--- src/rtl/seq_controller.sv ---
// seq_controller: FRIDA ADC array conversion sequencer (phase strobes, bursts).
// Optional build define SEQ_CAPTURE_EN enables comparator decision capture.
module seq_controller #(
   parameter int NBITS = 16,
   parameter int CNT_W = 8
) (
   input  logic             clk,
   input  logic             reset_b,
   input  logic             start,
   input  logic             abort,
   input  logic [CNT_W-1:0] cfg_t_init,
   input  logic [CNT_W-1:0] cfg_t_samp,
   input  logic [CNT_W-1:0] cfg_t_comp,
   input  logic [CNT_W-1:0] cfg_t_logic,
   input  logic [4:0]       cfg_ncycles,
   input  logic [7:0]       cfg_nconv,
   input  logic             comp_in,
   output logic             seq_init,
   output logic             seq_samp,
   output logic             seq_comp,
   output logic             seq_logic,
   output logic             busy,
   output logic             done,
   output logic [NBITS-1:0] result,
   output logic             result_valid
);

   typedef enum logic [2:0] {
      S_IDLE,
      S_INIT,
      S_SAMP,
      S_COMP,
      S_LOGIC,
      S_GAP
   } state_t;

   localparam logic [4:0]       NB_MAX  = 5'(NBITS);
   localparam logic [CNT_W-1:0] CNT_ONE = CNT_W'(1);

   state_t           state;
   state_t           state_n;
   state_t           nxt;
   state_t           nxt_n;
   logic [CNT_W-1:0] cnt;
   logic [CNT_W-1:0] cnt_n;
   logic [4:0]       cyc;
   logic [4:0]       cyc_n;
   logic [4:0]       cyc_inc;
   logic [7:0]       conv;
   logic [7:0]       conv_n;
   logic [7:0]       conv_inc;

   logic [CNT_W-1:0] sh_t_init;
   logic [CNT_W-1:0] sh_t_samp;
   logic [CNT_W-1:0] sh_t_comp;
   logic [CNT_W-1:0] sh_t_logic;
   logic [4:0]       sh_ncycles;
   logic [7:0]       sh_nconv;

   logic [4:0]       ncyc_eff;
   logic [CNT_W-1:0] t_cur;
   logic             phase_end;
   logic             load;
   logic             cap_shift;
   logic             cap_clr;
   logic             rv_n;
   logic             done_n;

   assign cyc_inc   = cyc + 5'd1;
   assign conv_inc  = conv + 8'd1;
   assign phase_end = (cnt == t_cur);

   // clamp pairs per conversion into 1..NBITS
   always_comb begin
      ncyc_eff = sh_ncycles;
      if (sh_ncycles == 5'd0)
         ncyc_eff = 5'd1;
      else if (sh_ncycles > NB_MAX)
         ncyc_eff = NB_MAX;
   end

   // programmed length-1 of the phase currently running
   always_comb begin
      t_cur = '0;
      unique case (state)
         S_INIT:  t_cur = sh_t_init;
         S_SAMP:  t_cur = sh_t_samp;
         S_COMP:  t_cur = sh_t_comp;
         S_LOGIC: t_cur = sh_t_logic;
         default: t_cur = '0;
      endcase
   end

   // next-state, counters and conversion/run bookkeeping
   always_comb begin
      state_n   = state;
      nxt_n     = nxt;
      cnt_n     = cnt;
      cyc_n     = cyc;
      conv_n    = conv;
      load      = 1'b0;
      cap_shift = 1'b0;
      cap_clr   = 1'b0;
      rv_n      = 1'b0;
      done_n    = 1'b0;
      if (state == S_IDLE) begin
         if (start && !abort) begin
            load    = 1'b1;
            state_n = S_INIT;
            cnt_n   = '0;
            cyc_n   = '0;
            conv_n  = '0;
            cap_clr = 1'b1;
         end
      end else if (abort) begin
         state_n = S_IDLE;
         cnt_n   = '0;
         cyc_n   = '0;
      end else if (state == S_GAP) begin
         state_n = nxt;
         cnt_n   = '0;
         cap_clr = (nxt == S_INIT);
      end else if (!phase_end) begin
         cnt_n = cnt + CNT_ONE;
      end else begin
         cnt_n   = '0;
         state_n = S_GAP;
         unique case (state)
            S_INIT: nxt_n = S_SAMP;
            S_SAMP: nxt_n = S_COMP;
            S_COMP: begin
               nxt_n     = S_LOGIC;
               cap_shift = 1'b1;
            end
            default: begin
               if (cyc_inc != ncyc_eff) begin
                  nxt_n = S_COMP;
                  cyc_n = cyc_inc;
               end else begin
                  rv_n   = 1'b1;
                  cyc_n  = '0;
                  conv_n = conv_inc;
                  if (sh_nconv != 8'd0 && conv_inc == sh_nconv) begin
                     state_n = S_IDLE;
                     done_n  = 1'b1;
                  end else begin
                     nxt_n = S_INIT;
                  end
               end
            end
         endcase
      end
   end

   // state, counters and shadow configuration registers
   always_ff @(posedge clk or negedge reset_b) begin
      if (!reset_b) begin
         state      <= S_IDLE;
         nxt        <= S_IDLE;
         cnt        <= '0;
         cyc        <= '0;
         conv       <= '0;
         sh_t_init  <= '0;
         sh_t_samp  <= '0;
         sh_t_comp  <= '0;
         sh_t_logic <= '0;
         sh_ncycles <= '0;
         sh_nconv   <= '0;
      end else begin
         state <= state_n;
         nxt   <= nxt_n;
         cnt   <= cnt_n;
         cyc   <= cyc_n;
         conv  <= conv_n;
         if (load) begin
            sh_t_init  <= cfg_t_init;
            sh_t_samp  <= cfg_t_samp;
            sh_t_comp  <= cfg_t_comp;
            sh_t_logic <= cfg_t_logic;
            sh_ncycles <= cfg_ncycles;
            sh_nconv   <= cfg_nconv;
         end
      end
   end

   // glitch-free strobes and status decoded from the next state
   always_ff @(posedge clk or negedge reset_b) begin
      if (!reset_b) begin
         seq_init     <= 1'b0;
         seq_samp     <= 1'b0;
         seq_comp     <= 1'b0;
         seq_logic    <= 1'b0;
         busy         <= 1'b0;
         done         <= 1'b0;
         result_valid <= 1'b0;
      end else begin
         seq_init     <= (state_n == S_INIT);
         seq_samp     <= (state_n == S_SAMP);
         seq_comp     <= (state_n == S_COMP);
         seq_logic    <= (state_n == S_LOGIC);
         busy         <= (state_n != S_IDLE);
         done         <= done_n;
         result_valid <= rv_n;
      end
   end

`ifdef SEQ_CAPTURE_EN
   logic [NBITS-1:0] cap;

   // comp_in settles during COMP, so it is sampled raw at the COMP end
   always_ff @(posedge clk or negedge reset_b) begin
      if (!reset_b) begin
         cap    <= '0;
         result <= '0;
      end else begin
         if (cap_clr)
            cap <= '0;
         else if (cap_shift)
            cap <= {cap[NBITS-2:0], comp_in};
         if (rv_n)
            result <= cap;
      end
   end
`else
   logic unused_capture;

   // capture path absent: decisions are dropped
   assign unused_capture = ^{comp_in, cap_shift, cap_clr};
   assign result         = '0;
`endif

endmodule

--- config.mk ---
export PLATFORM = sky130hd
export DESIGN_NAME = seq_controller
export DESIGN_NICKNAME = d
export VERILOG_FILES = /design/src/rtl/seq_controller.sv
export SDC_FILE = /design/constraint.sdc
export NUM_CORES = 1
export LEC_CHECK = 0
export CORE_MARGIN = 4
export CORE_UTILIZATION = 49
export DETAILED_ROUTE_END_ITERATION = 16
export PLACE_DENSITY = 0.75
export SLEW_MARGIN = 20
export SYNTH_ARGS = -nofsm -noshare
export SYNTH_HDL_FRONTEND = slang
export SYNTH_SLANG_ARGS = --single-unit
--- constraint.sdc ---
create_clock -name clk -period 8.4 [get_ports clk]
set_input_delay 1.68 -clock clk [delete_from_list [all_inputs] [get_ports clk]]
set_output_delay 1.68 -clock clk [all_outputs]
set_load 0.01 [all_outputs]
**Yosys cells after proc, flatten, opt, wreduce, memory -nomap -nowiden**

Cells that the tools add are included.

- Bits in registers: 79
- Bits of input ports: 50
- Output and inout port bits: 23
- Word-level logic and storage cells: 105

- $add $sub $neg: 3
- Order comparisons: 1
- Eq/ne operators: 20
- Muxes and demuxes: 47
- Bitwise operators: 3
- Reduce and logical (&&, ||, !) cells: 13

Operators by type and width:

| kind | count |
|---|---|
| $mux W8 | 11 |
| $mux W5 | 9 |
| $pmux W8 S4 | 1 |
| $mux W3 | 10 |
| $add A8 B1 Y8 const B | 2 |
| $eq A8 B8 Y1 | 2 |
| $mux W1 | 15 |
| $eq A3 B2 Y1 const B | 4 |
| $eq A3 B3 Y1 const B | 3 |
| $pmux W3 S3 | 1 |
| $reduce_bool A8 Y1 | 1 |
| $eq A3 B1 Y1 const B | 2 |
| $ne A2 B1 Y1 const B | 3 |
| $reduce_and A6 Y1 | 1 |
| $reduce_bool A3 Y1 | 2 |
| $add A5 B1 Y5 const B | 1 |
| $gt A5 B5 Y1 const B | 1 |
| $logic_not A5 Y1 | 1 |
| $ne A5 B2 Y1 const B | 1 |
| $ne A5 B5 Y1 | 1 |
| $reduce_and A5 Y1 | 1 |
| $ne A2 B2 Y1 const B | 2 |
| $reduce_and A4 Y1 | 1 |
| $logic_not A3 Y1 | 1 |
| other kinds (7) | 10 |

**Depth between registers and ports, before layout**

Gate-level depths: netlist of run 1.

- Depth after elaboration: 11
- Gate-level depth with buffers: 12
- Mapped depth without buffers: 10

**Worst setup path after synthesis of run 1**

OpenSTA, ideal clock, no wires.

- Path kind: input -> register
- Start: in abort
- End: reg sh_nconv[0]
- Library setup time: 0.125 ns
- Arrival time: 3.009 ns
- Path slack: 5.267 ns
- Stages on the path: 5
- Buffers on the path: 1
- Path through: inv_1 > nand2_1 > nor2_1 > clkbuf_1 > mux2_2

- Word-level cells in the longest chain between the ends: 4

Ends and longest elaborated chain:

| item | RTL line | text |
|---|---|---|
| from (decl) | 10 | `input logic abort,` |
| $logic_not A1 Y1 | 107 | `if (start && !abort) begin` |
| $logic_and A1 B1 Y1 | 107 |  |
| $mux W1 | 107 |  |
| $mux W1 | 106 | `if (state == S_IDLE) begin` |
| to (signal assigned) | 181 | `sh_nconv <= cfg_nconv;` |
| to (decl) | 58 | `logic [7:0] sh_nconv;` |

Every way passes these cells.
A chain may end at the register's enable or synchronous reset.

**Worst setup path after layout of run 1**

- Start: in abort
- End: reg sh_t_samp[7]

- Word-level cells in the longest chain between the ends: 4

Ends and longest elaborated chain:

| item | RTL line | text |
|---|---|---|
| $logic_not A1 Y1 | 107 |  |
| $logic_and A1 B1 Y1 | 107 |  |
| $mux W1 | 107 |  |
| $mux W1 | 106 |  |
| to (signal assigned) | 177 | `sh_t_samp <= cfg_t_samp;` |
| to (decl) | 54 | `logic [CNT_W-1:0] sh_t_samp;` |

Every way passes these cells.

==> results of run 1 <==
[cell type report]
| cell class | instances | share of cell area, % |
|---|---|---|
| Tap cell | 105 | 2.65 |
| Clock buffer | 9 | 2.50 |
| Sequential cell | 79 | 39.9 |
| Clock inverter | 6 | 1.24 |
| Inverter | 4 | 0.303 |
| Timing Repair Buffer | 57 | 11.6 |
| Multi-Input combinational cell | 284 | 41.8 |
[layer usage]
layer | wire, um | global-route usage [%] | up-vias
li1 | - | - | 1482
met1 | 3830 | 23.2 | 1496
met2 | 4360 | 29.9 | 68
met3 | 436 | 4.50 | 8
met4 | 95 | 4.66 | 0
met5 | 0 | 0 | -
[final timing paths]
check / start / end / depth (start not counted)
setup / recovery: abort / sh_t_samp[7]$_DFFE_PN0P_ / 6
hold / removal: sh_t_init[1]$_DFFE_PN0P_ / sh_t_init[1]$_DFFE_PN0P_ / 1
setup reg to reg: state[2]$_DFF_PN0_ / busy$_DFF_PN0_ / 9
hold reg to reg: sh_t_init[1]$_DFFE_PN0P_ / sh_t_init[1]$_DFFE_PN0P_ / 1
max in group asynchronous: reset_b / cnt[7]$_DFFE_PN0P_ / 2
min in group asynchronous: reset_b / sh_nconv[7]$_DFFE_PN0P_ / 1
[cell families (layout without fill, tap and decap cells)]
kind of cell	after synthesis	in the layout
xor+xnor	19	19
flops	79	79
fa+ha+maj	3	3
simple gates	123	123
other cells	1	16
buf+inv	34	76
compound gates	74	74
mux	49	49
[where the power goes]
part	leakage [nW]	internal (W)	switching, W
registers	0.992	0.000512	0.000101
clock network	0.0953	0.000135	0.000137
logic	1.06	0.000276	0.000270
total	2.15	0.000923	0.000507
[cells in the mapped netlist, drive strengths merged (7+ instances only)]
cell   instances  area [um2]
mux2          49         552
o21ai         20         100
nor2          16        60.1
nand2         21        78.8
nor3b          8        65.1
and3          14        87.6
nor2b          9        66.3
nor3           7        35.0
dfrtp         79        1980
xnor2         11        96.3
a21o           8        60.1
nand3         21         110
buf           24         186
[registers in the layout (all words and copies together), names as in the netlist, 5 cells and up]
register and count:
sh_t_logic 8, cyc 5, sh_t_init 8, conv 8
sh_t_comp 8, sh_ncycles 5, sh_nconv 8, cnt 8
sh_t_samp 8
[stage by stage]
step	hold WS, ns	total power [W]
6_report	0.505	0.00143
5_1_grt	0.525	0.00153
4_1_cts	0.509	0.00144
3_5_place_dp	0.491	0.00117
3_3_place_gp	0.486	0.00114
2_1_floorplan	0.471	0.00104
==> results, run 1 <==
- The detailed-route wire length per cell is 16.0 um.
- After the first detailed-routing iteration, the DRC count stood at 134.
- The sequential cell area in the final layout is between 0.0015 and 0.002 mm2.
- Sequential elements use between 40% and 50% of the synthesized area.
- Clock-pin slew was measured on the worst setup and hold paths at approximately 0.080 ns.
- The final max-slew violation count was 0.
- The layout-stage area growth over the synthesis result is 17.7%.
- The category of the critical setup timing path is input port to flop.
- After synthesis, the largest family of logic cells by area is simple AND/OR/NAND/NOR gates.
- The number of buffers inserted to repair setup after CTS is 0.
- The leakage dissipation is ~2.1 nW.
- In this run, distinct cell masters in the synthesized netlist total 59.
- The number of standard cells after synthesis is approximately 380.
- The multi-input logic area is between 0.002 and 0.0025 mm2.
- At the placement stage, the worst setup path has a slack of 4.42 ns.
- The dominant delay contributor by cell family on the critical path is buffers and inverters.
- The count of buffers from port buffering is 55.
- Along the worst path, the maximum fanout reaches 26.
- The first TritonRoute pass finished after 4 iterations.
- Averaged over all synthesized cells, the footprint is ~11 um2.
- The finished cells cover approximately 0.005 mm2.
- The type of origin of the critical path is an input port.
- The post-detailed-route count of antenna-violating nets is 0.
- The sum of net half-perimeters after detailed placement is between 6000 and 7000 um.
- The residual overflow from global routing is 0.
- The placed instances occupy a cell area of about 0.0048 mm2.
- Data on the critical path arrives at its endpoint at just under 4 ns.
- Including well taps, the total number of placed cells is about 530.
- The post-route netlist has between 15 and 20% of its cells at a drive strength greater than 1.
- At the end of routability-driven placement, the weighted congestion stood at ~0.86.
- The clock latency reported for the late side of the worst-skew pair is roughly 0.35 ns.
- The number of buffers added by the clock tree synthesis step is 9.
- The final worst slack is ~4.8 ns.
- Setup violations remaining at the end of the flow were counted as 0.
- The flow ran to the end, and the final reports show no timing, DRC or antenna violations.
- Setup repair after global routing left no endpoint under its margin.
- Across every metal layer, demand over resource in global routing totals approximately 18%.
- Fill cells in the final layout number 696.
- After detailed routing, the total wire length is between 8000 and 9000 um.
- The first global-routing pass estimated 14400 um of wire.
- For the finished layout, the period the worst path requires is between 3 and 4 ns.
- The longest clock path from root to sink contains 2 buffers.
- After clock tree synthesis, the repair step resized 0 gates.
- In this run, synthesis inferred 0 flip-flops with an integrated enable.
- The DRC violation count after routing is 0.
- The maximum clock frequency is approximately 0.28 GHz.
- The nature of the critical path endpoint is a flop.
- The worst register-to-register path has a setup slack of 5.10 ns.
- The clock tree from TritonCTS is done.
- The y dimension of the die is 101 um.
- The starting density of the core is between 50% and 60%.
- After the last flow step, the layout net total stands at slightly below 500.
- The tightest min-delay check is of the flop to flop type.
- The tree is rooted in a clkbuf_8.
- Once layout is complete, the cells apart from fillers number 544.
- The number of antenna violations at the first check in global routing came to 0.
- After clock tree synthesis, the flow added hold-fix buffers numbering 0.
- The largest individual stage delay along the critical path comes from the cell clkdlybuf4s50_1.
- The floorplan step defined a die boundary enclosing just over 0.01 mm2.
- 0 antenna diodes ended up in the layout.
- Entering global routing, the biggest net connects 80 pins.
- The share of the cycle needed by the critical path after routing is 43.0%.
- The TritonCTS sink count is 79.
- In this run the core area contains 33 standard-cell rows.
- The final worst clock skew is 0.0129 ns.
- The routed layout has 3054 vias.
- The area fraction in compound gates after synthesis is about 12%.
- The most common flop cell mapped by yosys is dfrtp_1.
- The total area inside the core boundary comes to between 0.008 and 0.009 mm2.
- The floorplan step set the die width to 101 um.
- After Yosys synthesis, XOR and XNOR cells account for 4.64% of the synthesized area.
- The share of synthesized flip-flops with an asynchronous set or reset is between 90% and 100%.
- The critical path required time is 8.64 ns.
- The detailed-route vias per instance is between 5 and 6.
- The biggest cell delay along the critical path is roughly 0.52 ns.
- For this run, the share of the core covered by cells in the final layout is around three fifths.
- The maximum ir drop on the vdd rail is roughly 150 uV.
- In the layout the commonest cells are dfrtp_1, clkdlybuf4s50_1, mux2_2.
- For the pin with the worst max-slew slack, the measured transition is roughly 0.76 ns.
- Max-cap violations in this run came to 0.
- The critical path contains buffers and inverters numbering 3 combined.
- The H-tree was split into 3 levels.
- Summing the areas of all fa, ha and maj instances in the mapped netlist gives less than 1% of the synthesized area.
- The total negative slack for setup checks is 0 ns.
- The boundary pin count is 73.
- The portion of synthesized area spent on multiplexers is 13.1%.
- Counting flops and latches in the post-synthesis netlist gives around 80.
- The simple logic cell fraction of the synthesized area is approximately 17%.
- The number of global-route vias before repair is 3022.
- The most common library cell in the layout ignoring fill and taps is dfrtp_1.
- The count of endpoints failing hold in the final timing report was 0.
- Measured against its own limit, the worst slew margin works out to between 40 and 50%.
- The power density over the cells is approximately 290 mW/mm2.
- The mapped netlist covers 0.00421 mm2.
- The number of synthesis warnings is 0.
- Traced cell by cell, the critical path runs through clkdlybuf4s50_1 > inv_1 > nand2_1 > nor2_4 > buf_4 > mux2_2.
No activity file was read; power rests on OpenSTA's default activity.
==> inputs of run 2 (changes only) <==
- CORE_UTILIZATION: 49 -> 48
- PLACE_DENSITY: 0.75 -> 0.76
- clock period: 8.4 -> 3 ns (I/O delays scaled with it)
==> run 2 against run 1 <==
Setup slack worse by 4.6 ns. Final area up 3.7%. Clock skew up 0.0010 ns. Clock-buffer cell count up 2. Global-route usage up 0.68 points. Sequential cell count unchanged. Die area up 1.9%. Worst hold slack worse by 0.23 ns. Total power rose to 3.0 times the previous value. Largest cell class unchanged.
==> results, run 2 (synthesized netlist as in run 1, its figures left out) <==
- The worst path uses a little over nine tenths of the clock period.
- The count of endpoints failing hold in the final timing report is 0.
- The routability congestion estimate is between 0.8 and 0.9.
- The final max-slew violation count came to 0.
- Entering global routing, the biggest net connects 80 pins.
- After detailed routing, the wire length on met1 is 3650 um.
- The number of global-route vias before repair was about 3200.
- After legalization and detailed placement, the total HPWL measured around 6500 um.
- The highest metal layer carrying signal wires in the routed design is met4.
- The dominant delay contributor by cell family on the critical path is simple AND/OR/NAND/NOR gates.
- The arrival time at the worst endpoint is roughly 3.1 ns.
- Leaving out fill and tap cells, the most frequent cell in the layout is dfrtp_1.
- The maximum count of clock buffers along a single path is 2.
- The transition at the pin with the smallest max-transition slack is about 0.7 ns.
- The library cells used most frequently in the layout, excluding fill and tap cells, are dfrtp_1, clkdlybuf4s50_1, mux2_2.
- The floorplan step defined a core boundary enclosing approximately 0.0084 mm2.
- Setup violations remaining at the end of the flow were counted as 0.
- The met2 wire length is between 4000 and 5000 um.
- The number of cell instances on the worst register-to-register path is 8.
- The met3 layer wire length in the routed design is ~500 um.
- The fraction of power spent switching nets is between 30% and 40%.
- The critical path required time is roughly 3.2 ns.
- TritonCTS created 9 clock buffers.
- Counting the fill cells in the layout gives slightly below 700.
- The final worst clock skew is around 0.014 ns.
- The boundary pin count is 73.
- The clock tree from TritonCTS is done.
- The detailed router finished its first iteration with 125 violations.
- The total track usage is between 10% and 20%.
- Input and output buffers added on the ports amount to 55.
- The first detailed-routing pass took 4 iterations.
- Internal power comes to ~0.0029 W.
- The path class of the lowest-slack min-delay path is input port to async pin.
- Counting both buffers and inverters, the worst setup path holds a total of 0.
- The launch point of the worst reg-to-reg path is cyc[1]$_DFFE_PN0P_.
- The tree is rooted in a clkbuf_8.
- In this run, post-CTS hold repair placed 0 buffers.
- The number of antenna violations at the first check in global routing is 0.
- The area growth from synthesis to layout is 22.1%.
- The switching power total is ~0.0015 W.
- The starting density of the core is about 50%.
- The worst register-to-register path has a setup slack of approximately 0.14 ns.
- The critical path starts at cyc[1]$_DFFE_PN0P_.
- The nature of the critical path endpoint is a flop.
- The number of maximum-capacitance constraint violations is 0.
- The detailed-route wire length per cell is around 16 um.
- At the later pin of the worst-skew pair, clock insertion delay measures between 0.3 and 0.4 ns.
- The overall power is around 0.0043 W.
- Derived from the worst setup path, the maximum achievable clock frequency is 0.350 GHz.
- CTS saw 79 sinks.
- The cell with the largest stage delay on the worst path is or4_1.
- The power density over the cells is 843 mW/mm2.
- Setup repair after global routing left no endpoint under its margin.
- After detailed routing, the number of remaining DRC violations is 0.
- The clock transition time at the flip-flop clock pins of the worst setup and hold paths is roughly 0.090 ns.
- The count of antenna diodes in the layout is 0.
- Of the total power, combinational logic draws about two fifths.
- The final-stage net count is ~500.
- Headroom to the max-slew limit came out at a little over half.
- The clock network fraction of design power is around 22%.
- The signal on the critical path passes through ha_2 > xor3_1 > o32a_1 > o22ai_1 > o2111ai_2 > or4_1 > nand4_1 > mux2_2.
- The die area is between 0.01 and 0.015 mm2.
- The portion of total power attributed to sequential cells is 39.4%.
- The count of nets left with antenna violations once routing finished came out at 0.
- The critical path is of the flop to flop type.
- The total via count in the routed design is approximately 3200.
- STA classifies the critical path startpoint as a flop.
- The residual overflow from global routing is 0.
- The first-pass GRT wire length is about 15000 um.
- The y dimension of the die is 102 um.
- The maximum ir drop on the vdd rail is roughly 380 uV.
- Summed over all failing endpoints, the final setup total negative slack is 0 ns.
- The leakage dissipation is 2.23 nW.
- The H-tree depth is 3.
- The final critical path time including I/O delays and setup is about 2.9 ns.
- The endpoint identified for the worst register-to-register timing path is nxt[0]$_DFFE_PN0P_.
- The detailed-route vias per instance is ~5.7.
- The biggest cell delay along the critical path is around 0.59 ns.
- The share of final-layout standard cells stronger than drive strength 1 is a little over a fifth.
- Of all nets on the critical path, the largest fanout is 5.
- The flow ran to the end, and the final reports show no timing, DRC or antenna violations.
- The floorplan step set the die width to 102 um.
- For this block, the routed nets add up to 8870 um of wire.
- Cells fill about three fifths of the core in the end.
- The standard-cell row count is 33.
run 2: worst max path at each step:
stage                         end  slack, ns  cells past startpoint
6_report       nxt[0]$_DFFE_PN0P_       0.14                      8
5_1_grt        nxt[0]$_DFFE_PN0P_      0.006                      8
4_1_cts            busy$_DFF_PN0_       0.04                     10
3_5_place_dp       busy$_DFF_PN0_       0.06                     10
3_3_place_gp       busy$_DFF_PN0_       0.09                     10
2_1_floorplan      busy$_DFF_PN0_       0.22                     10
run 2: per-stage QoR:
step           worst slack (ns)  cell area (um2)  cells  hold slack [ns]
6_report                  0.141             5140    558            0.276
5_1_grt                 0.00606             5140    558            0.324
4_1_cts                  0.0378             5120    558            0.444
3_5_place_dp             0.0616             4880    542            0.492
3_3_place_gp             0.0946             4880    542            0.483
2_1_floorplan             0.222             4270    397            0.304
run 2: layout make-up:
type / count / area, um2 / area share, %
tap: 105 / 131 / 2.55
multi-input combinational: 284 / 2090 / 40.6
timing repair buffer: 70 / 689 / 13.4
clock buffer: 11 / 131 / 2.55
inverter: 4 / 15.0 / 0.292
sequential: 79 / 1980 / 38.5
clock inverter: 5 / 106 / 2.07
run 2: routing by layer:
layer  GRT usage [%]  vias up
met1            22.9     1563
met2            31.9       96
met3            5.03       13
li1                -     1517
met4            5.52        0
met5               0        -
run 2: timing repair:
item                                    4_1_cts  5_1_grt
gates resized for setup                       0        6
buffers inserted                              0        0
endpoints found under the setup margin        0        9
run 2: power by group through the flow:
stage	registers [W]	clock network [W]	logic, W
after global placement	0.00171	0	0.00162
after detailed placement	0.00173	0	0.00167
final	0.00171	0.000942	0.00168
after global routing	0.00176	0.00101	0.00188
after CTS	0.00171	0.000962	0.00168
after floorplan	0.00163	0	0.00127
